<file path="config.mk">
export PLATFORM = sky130hd
export DESIGN_NAME = hart_issue_sched
export DESIGN_NICKNAME = d
export VERILOG_FILES = /design/src/rtl/hart_issue_sched.sv
export SDC_FILE = /design/constraint.sdc
export NUM_CORES = 1
export LEC_CHECK = 0
export BUFFER_PORTS_ARGS = -buffer_cell sky130_fd_sc_hd__clkbuf_2
export CORE_MARGIN = 1.5
export CORE_UTILIZATION = 30
export DETAILED_ROUTE_END_ITERATION = 10
export GPL_ROUTABILITY_DRIVEN = 0
export PLACE_DENSITY_LB_ADDON = 0.05
export SYNTH_ARGS = -nofsm -noshare
export SYNTH_HDL_FRONTEND = slang
export SYNTH_SLANG_ARGS = --single-unit
</file>
<file path="constraint.sdc">
create_clock -name clk -period 1.6 [get_ports clk]
set_input_delay 0.16 -clock clk [delete_from_list [all_inputs] [get_ports clk]]
set_output_delay 0.16 -clock clk [all_outputs]
set_load 0.1 [all_outputs]
</file>
<file path="src/rtl/hart_issue_sched.sv">
// Round-robin hart issue scheduler: rotating slot counter, active-hart mask, registered issue outputs.
// Optional stall input enabled by defining HART_SCHED_STALL_EN.
module hart_issue_sched #(
   parameter int NUM_HARTS = 16,
   parameter int HART_W    = $clog2(NUM_HARTS)
) (
   input  logic                 clk,
   input  logic                 reset,
   input  logic                 i_start,
   input  logic                 i_halt_valid,
   input  logic [HART_W-1:0]    i_halt_hart,
   input  logic                 i_wake_valid,
   input  logic [HART_W-1:0]    i_wake_hart,
`ifdef HART_SCHED_STALL_EN
   input  logic                 i_stall,
`endif
   output logic [HART_W-1:0]    o_hart_id,
   output logic                 o_issue_valid,
   output logic [NUM_HARTS-1:0] o_active_mask,
   output logic                 o_all_halted
);

   typedef enum logic {IDLE, RUN} state_t;

   state_t                state;
   logic                  stall;
   logic [NUM_HARTS-1:0]  mask_next;
   logic [HART_W-1:0]     hart_next;

`ifdef HART_SCHED_STALL_EN
   assign stall = i_stall;
`else
   assign stall = 1'b0;
`endif

   // Per-bit decode: out-of-range hart indices match no bit and are dropped; wake is OR'd last so it wins.
   genvar gi;
   generate
      for (gi = 0; gi < NUM_HARTS; gi++) begin : g_mask
         logic halt_hit;
         logic wake_hit;
         assign halt_hit = i_halt_valid && (i_halt_hart == HART_W'(gi));
         assign wake_hit = i_wake_valid && (i_wake_hart == HART_W'(gi));
         assign mask_next[gi] = (state == RUN)
                              ? ((o_active_mask[gi] & ~halt_hit) | wake_hit)
                              : o_active_mask[gi];
      end
   endgenerate

   assign hart_next = stall ? o_hart_id
                    : (o_hart_id == HART_W'(NUM_HARTS - 1)) ? '0
                    : o_hart_id + HART_W'(1);

   always_ff @(posedge clk or posedge reset) begin
      if (reset) begin
         state         <= IDLE;
         o_hart_id     <= '0;
         o_issue_valid <= 1'b0;
         o_active_mask <= '0;
         o_all_halted  <= 1'b0;
      end else begin
         case (state)
            IDLE: begin
               if (i_start) begin
                  state         <= RUN;
                  o_hart_id     <= '0;
                  o_issue_valid <= 1'b1;
                  o_active_mask <= '1;
                  o_all_halted  <= 1'b0;
               end
            end
            RUN: begin
               // Issue decision uses this edge's mask updates, so a halt lands on the slot it selects.
               o_active_mask <= mask_next;
               o_hart_id     <= hart_next;
               o_issue_valid <= !stall && mask_next[hart_next];
               o_all_halted  <= (mask_next == '0);
            end
            default: state <= IDLE;
         endcase
      end
   end

endmodule

</file>
# Yosys cells after proc, flatten, opt, wreduce, memory -nomap -nowiden
# Cells that the tools add are included.
# op_classes
add_sub_neg	1
mul	0
div	0
order_cmp	1
n_eq_ne	32
n_shift	0
mux	29
bitwise	49
n_reduce_logical	35
# ops
cell	count
$eq A4 B4 Y1 const B	17
$eq A4 B3 Y1 const B	8
$logic_and A1 B1 Y1	32
$pmux W16 S2	1
$mux W1	21
$not A1 Y1	17
$and A1 B1 Y1	16
$eq A4 B2 Y1 const B	4
$logic_not A16 Y1	1
$mux W16	1
$or A1 B1 Y1	16
$eq A4 B1 Y1 const B	2
$logic_not A4 Y1	2
$mux W4	2
$pmux W4 S2	1
$lt A4 B5 Y1 const B	1
$add A4 B1 Y4 const B	1
$bmux W1 S4	1
$pmux W1 S2	2
$ne A2 B2 Y1 const B	1
# totals
ff_bits	23
latchBits	0
ramBits	0
rom_bits	0
inputBits	13
out_inout_bits	22
word_cells	152
mem_count	0

# Depth between registers and ports, before layout
# logic_depth
depth_word	9
ltp_mapped	7
mapped_depth_nobuf	7

# Least setup slack after synthesis
# No wires, ideal clock.
# synth_path
path_type	flip-flop to flip-flop
startpoint	reg o_hart_id[0]
endpoint	reg o_issue_valid
setup_time_ns	0.087
arrival_ns	2.406
required_ns	1.513
setup_slack_ns	-0.893
stages_incl_launch_ff	6
n_path_buf	0
synth_period_minus_slack_ns	2.493
cell_sequence	dfrtp_1 > ha_1 > a31o_2 > mux2_2 > o311a_1 > a211oi_2
# synth_via
elab_chain_len	5
word_cells_on_any_way	6
cone_classes	add/sub (1); eq/ne (1); mux (4)
# synth_lines
item	line	rtl
start: declaration	17	output logic [HART_W-1:0] o_hart_id,
start signal: assignment	75	o_hart_id <= hart_next;
$add A4 B1 Y4 / $eq A4 B4 Y1 (equally long branches)	52, 51	
$mux W4 *	51	: (o_hart_id == HART_W'(NUM_HARTS - 1)) ? '0
$bmux W1 S4 *	76	o_issue_valid <= !stall && mask_next[hart_next];
$mux W1 (implied by the code) *	76	
$pmux W1 S2 *	62	case (state)
end signal: assignment	76	
end: declaration	18	output logic o_issue_valid,
# Every way passes the cells marked *; elsewhere a longest branch is shown, timed or not. The select of a mux whose other input is x is not followed.
# A chain may end at the register's enable or synchronous reset.

# Worst setup path after layout
# layout_path
startpoint	reg o_hart_id[1]
endpoint	reg o_issue_valid
# The elaborated chain is that of the path after synthesis.

==> Flow_metrics.wiki <==
{| class="wikitable"
! Metric !! Value
|-
| Ys flop type || sky130_fd_sc_hd__dfrtp_1
|-
| Most instantiated library cell after synthesis || sky130_fd_sc_hd__o21ai_0
|-
| Initial Utilization || 31.4%
|-
| Max-slew headroom || 63.4%
|-
| Average footprint of a synthesized cell || between 9 and 10 µm²
|-
| Critical path fanouts, max || 4
|-
| Hold slack final || 0.144 ns
|-
| Netlist cell types || 36
|-
| Total power per unit cell area || between 1500 and 2000 nW/µm²
|-
| RSZ-0062 raised after global routing || true
|-
| Number of max-cap violations || 0
|-
| Overall die area || 4960 µm²
|-
| Post-DP Area || approximately 1900 µm²
|-
| Num ports || 35
|-
| Signal arrival time at the worst endpoint || 2.02 ns
|-
| Max Fclk || about 550 MHz
|-
| Remaining global-route overflow || 0
|-
| Sequential element share of the synthesized area || 42.2%
|-
| Type of destination of the critical path || flop
|-
| Setup tns final || -0.349 ns
|-
| Total Nets Final || 236
|-
| Path class of the lowest-slack min-delay path || input port to flop
|-
| Final setup violation count || 2
|-
| Longest Clk Path Bufs || 2
|-
| Number of synthesized flops with an enable pin || 0
|-
| DRC viols || 0
|-
| Vias || 1546
|-
| Horizontal die dimension || 70.5 µm
|-
| Worst-Skew Late Latency || around 0.27 ns
|-
| Fraction of the core area covered by cells at the end of the flow || 48.3%
|-
| Share of cells above drive strength 1 || 53.4%
|-
| Antenna violations before repair || 0
|-
| Area of the mapped netlist || 1370 µm²
|-
| Routed wire per std cell || 18.0 µm
|-
| Most area-hungry cell type in the Yosys netlist || sky130_fd_sc_hd__dfrtp_1
|-
| Setup slack after layout || -0.228 ns
|-
| Count of antenna-violating nets left after detailed routing || 0
|-
| Number of warnings reported in the yosys synthesis log || 0
|-
| Outcome || finished, violations left
|-
| Routed WL || 4910 µm
|-
| Clock sink total || 23
|-
| Y dimension of the die || between 70 and 80 µm
|-
| Number of H-tree levels || 1
|-
| Synth area leaders || sky130_fd_sc_hd__dfrtp_1 (42%), sky130_fd_sc_hd__o21ai_0 (11%), sky130_fd_sc_hd__o22a_1 (7.7%)
|-
| Number of port buffers || 34
|-
| Mean number of vias per cell || 5.66
|-
| Clock period minus worst slack || roughly 1.8 ns
|-
| Count of endpoints failing hold in the final timing report || 0
|-
| Critical path data required time || between 1.5 and 2 ns
|-
| TritonCTS clock tree || done
|-
| Crit Path Category || flop to flop
|-
| Global-route wire length before repair || ~8000 µm
|-
| Largest net degree at the start of global routing || 24
|-
| Number of global-route vias before repair || 1628
|-
| Total global-route track usage || 20.4%
|-
| GRT Max-Usage Layer || met2
|-
| Met3 global-route usage || under 10%
|-
| Worst path max stage delay || 0.50 ns
|-
| Floorplan core area || 4350 µm²
|-
| First DRT Iteration DRCs || 96
|-
| Number of cells produced by synthesis || 142
|-
| Number of max-slew violations in the final report || 0
|-
| Worst R2R Setup Slack || -0.23 ns
|-
| Cell chain of the critical path || ha_4 -> a31o_4 -> mux2_4 -> o311a_1 -> a211oi_2
|-
| Actual transition at the worst max-transition pin || about 0.55 ns
|-
| Iteration count of the initial detailed-routing pass || 4
|-
| Synthesis-stage register bit count || 23
|-
| Buffer cell driving the clock tree root || sky130_fd_sc_hd__clkbuf_8
|-
| Violated checks || setup timing
|-
| Cell with the biggest individual delay on the critical path || sky130_fd_sc_hd__dfrtp_4
|-
| Area Growth Syn to Fin || 54.0%
|-
| Met1 Usage GRT || 26.2%
|-
| Placement Rows || 24
|-
| HPWL after DPL || 3710 µm
|-
| Post-layout instance area || around 2100 µm²
|-
| Share of synthesized registers carrying an async set or reset || 100%
|-
| CTS buffer count || 3
|-
| Startpoint type of the worst setup path || flop
|-
| Leak Pwr || a little under 0.9 nW
|-
| Portion of synthesized cell area occupied by the leading cell type || 42.2%
|-
| Clock input transition at the sequential cells of the worst setup and hold paths || 0.09 ns
|-
| Antenna diode instance count || 0
|-
| Top cell types by occurrence after synthesis || sky130_fd_sc_hd__o21ai_0 (30), sky130_fd_sc_hd__dfrtp_1 (23), sky130_fd_sc_hd__o22a_1 (12), sky130_fd_sc_hd__nor2_1 (8)
|-
| # fillers || 418
|-
| Net Count, Synth || around 160
|-
| Setup clock skew after layout || 0.00330 ns
|-
| Worst slack at placement || -0.404 ns
|-
| Period Utilization, post-route || 114%
|-
| Global routing met2 resource utilization || 34.6%
|-
| Worst IR Drop VDD || ~0.68 mV
|}
==> final cells by class <==
| type | instances | area (µm²) | share of cell area (%) |
|---|---|---|---|
| Clock buffer | 3 | 41.3 | 1.96 |
| Inverter | 6 | 22.5 | 1.07 |
| Tap cell | 52 | 65.1 | 3.10 |
| Multi-Input combinational cell | 109 | 850 | 40.4 |
| Timing Repair Buffer | 79 | 518 | 24.6 |
| Clock inverter | 1 | 5.00 | 0.238 |
| Sequential cell | 23 | 601 | 28.6 |
==> metrics by stage <==
stage | total power [mW] | instances
after CTS | 3.75 | 273
after global routing | 4.01 | 273
after detailed placement | 3.34 | 267
after floorplan | 2.62 | 142
final | 3.83 | 273
after global placement | 3.32 | 267
==> state kept, by name, indices dropped and copies added (netlist names) <==
name,cells
o_all_halted,1
state,1
o_active_mask,16
o_issue_valid,1
o_hart_id,4
==> critical path, delay by kind of cell (launching register included) <==
family	cells	cell delay (ns)
compound gates	3	0.76
flops	1	0.50
mux	1	0.30
fa+ha+maj	1	0.19
==> cell families (layout without fill, tap and decap cells) <==
family                   after synthesis  after routing  synth area share [%]
buffers and inverters                 10             89                  3.30
flip-flops                            23             23                  42.2
adder cells (fa/ha/maj)                1              1                 0.916
AO/OA/AOI/OAI                         69             69                  33.8
XOR/XNOR                               1              1                 0.642
multiplexers                           3              3                  4.12
AND/OR/NAND/NOR                       35             35                  15.0
==> worst paths after layout <==
| check | cells after the start | end | from |
|---|---|---|---|
| min | 2 | o_hart_id[3]$_DFFE_PP0P_ | i_start |
| max in group asynchronous | 4 | o_hart_id[0]$_DFFE_PP0P_ | reset |
| min reg2reg | 2 | o_all_halted$_DFFE_PP0P_ | o_all_halted$_DFFE_PP0P_ |
| min in group asynchronous | 4 | o_active_mask[9]$_DFFE_PP0P_ | reset |
| max reg2reg | 5 | o_issue_valid$_DFFE_PP0P_ | o_hart_id[1]$_DFFE_PP0P_ |
| max | 5 | o_issue_valid$_DFFE_PP0P_ | o_hart_id[1]$_DFFE_PP0P_ |
==> power breakdown <==
group	switching [mW]	leakage [nW]	internal (mW)
Sequential	0.155	0.250	0.761
Combinational	1.75	0.606	0.780
Clock	0.206	0.0255	0.174
Total	2.11	0.882	1.72
==> repair_timing <==
| action | in CTS | in global routing |
|---|---|---|
| cloned | 0 | 0 |
| hold buffers | 1 | 0 |
| endpoints found under the setup margin | 15 | 16 |
| hold endpoints to repair | 23 | 0 |
| resized for setup | 12 | 26 |
| pin swaps | 6 | 5 |
| buffers inserted | 1 | 0 |
==> placed cells by master, fill, tap and decap left out, types with 2 or more instances in the layout <==
cell type / synthesis / final
sky130_fd_sc_hd__a21oi_1: 5 / 5
sky130_fd_sc_hd__buf_4: 0 / 42
sky130_fd_sc_hd__buf_6: 1 / 2
sky130_fd_sc_hd__clkbuf_2: 0 / 34
sky130_fd_sc_hd__clkbuf_8: 0 / 3
sky130_fd_sc_hd__clkinv_1: 2 / 2
sky130_fd_sc_hd__dfrtp_1: 23 / 7
sky130_fd_sc_hd__dfrtp_2: 0 / 14
sky130_fd_sc_hd__dfrtp_4: 0 / 2
sky130_fd_sc_hd__inv_1: 4 / 4
sky130_fd_sc_hd__mux4_2: 2 / 2
sky130_fd_sc_hd__nand2_1: 6 / 6
sky130_fd_sc_hd__nand2b_1: 3 / 3
sky130_fd_sc_hd__nand3_1: 6 / 5
sky130_fd_sc_hd__nand4_1: 3 / 3
sky130_fd_sc_hd__nand4b_1: 3 / 3
sky130_fd_sc_hd__nor2_1: 8 / 7
sky130_fd_sc_hd__nor4_2: 0 / 2
sky130_fd_sc_hd__o2111ai_1: 3 / 3
sky130_fd_sc_hd__o211ai_1: 2 / 2
sky130_fd_sc_hd__o21a_1: 3 / 3
sky130_fd_sc_hd__o21ai_0: 30 / 11
sky130_fd_sc_hd__o21ai_1: 0 / 15
sky130_fd_sc_hd__o21ai_2: 0 / 4
sky130_fd_sc_hd__o22a_1: 12 / 12
sky130_fd_sc_hd__o31a_1: 2 / 2
sky130_fd_sc_hd__o31ai_2: 0 / 2
==> metal layers <==
| layer | vias up | wire, µm |
|---|---|---|
| met4 | 0 | 91 |
| met1 | 756 | 2230 |
| li1 | 729 | - |
| met3 | 12 | 193 |
| met5 | - | 0 |
| met2 | 49 | 2400 |
Power figures use the tool's default switching activity.
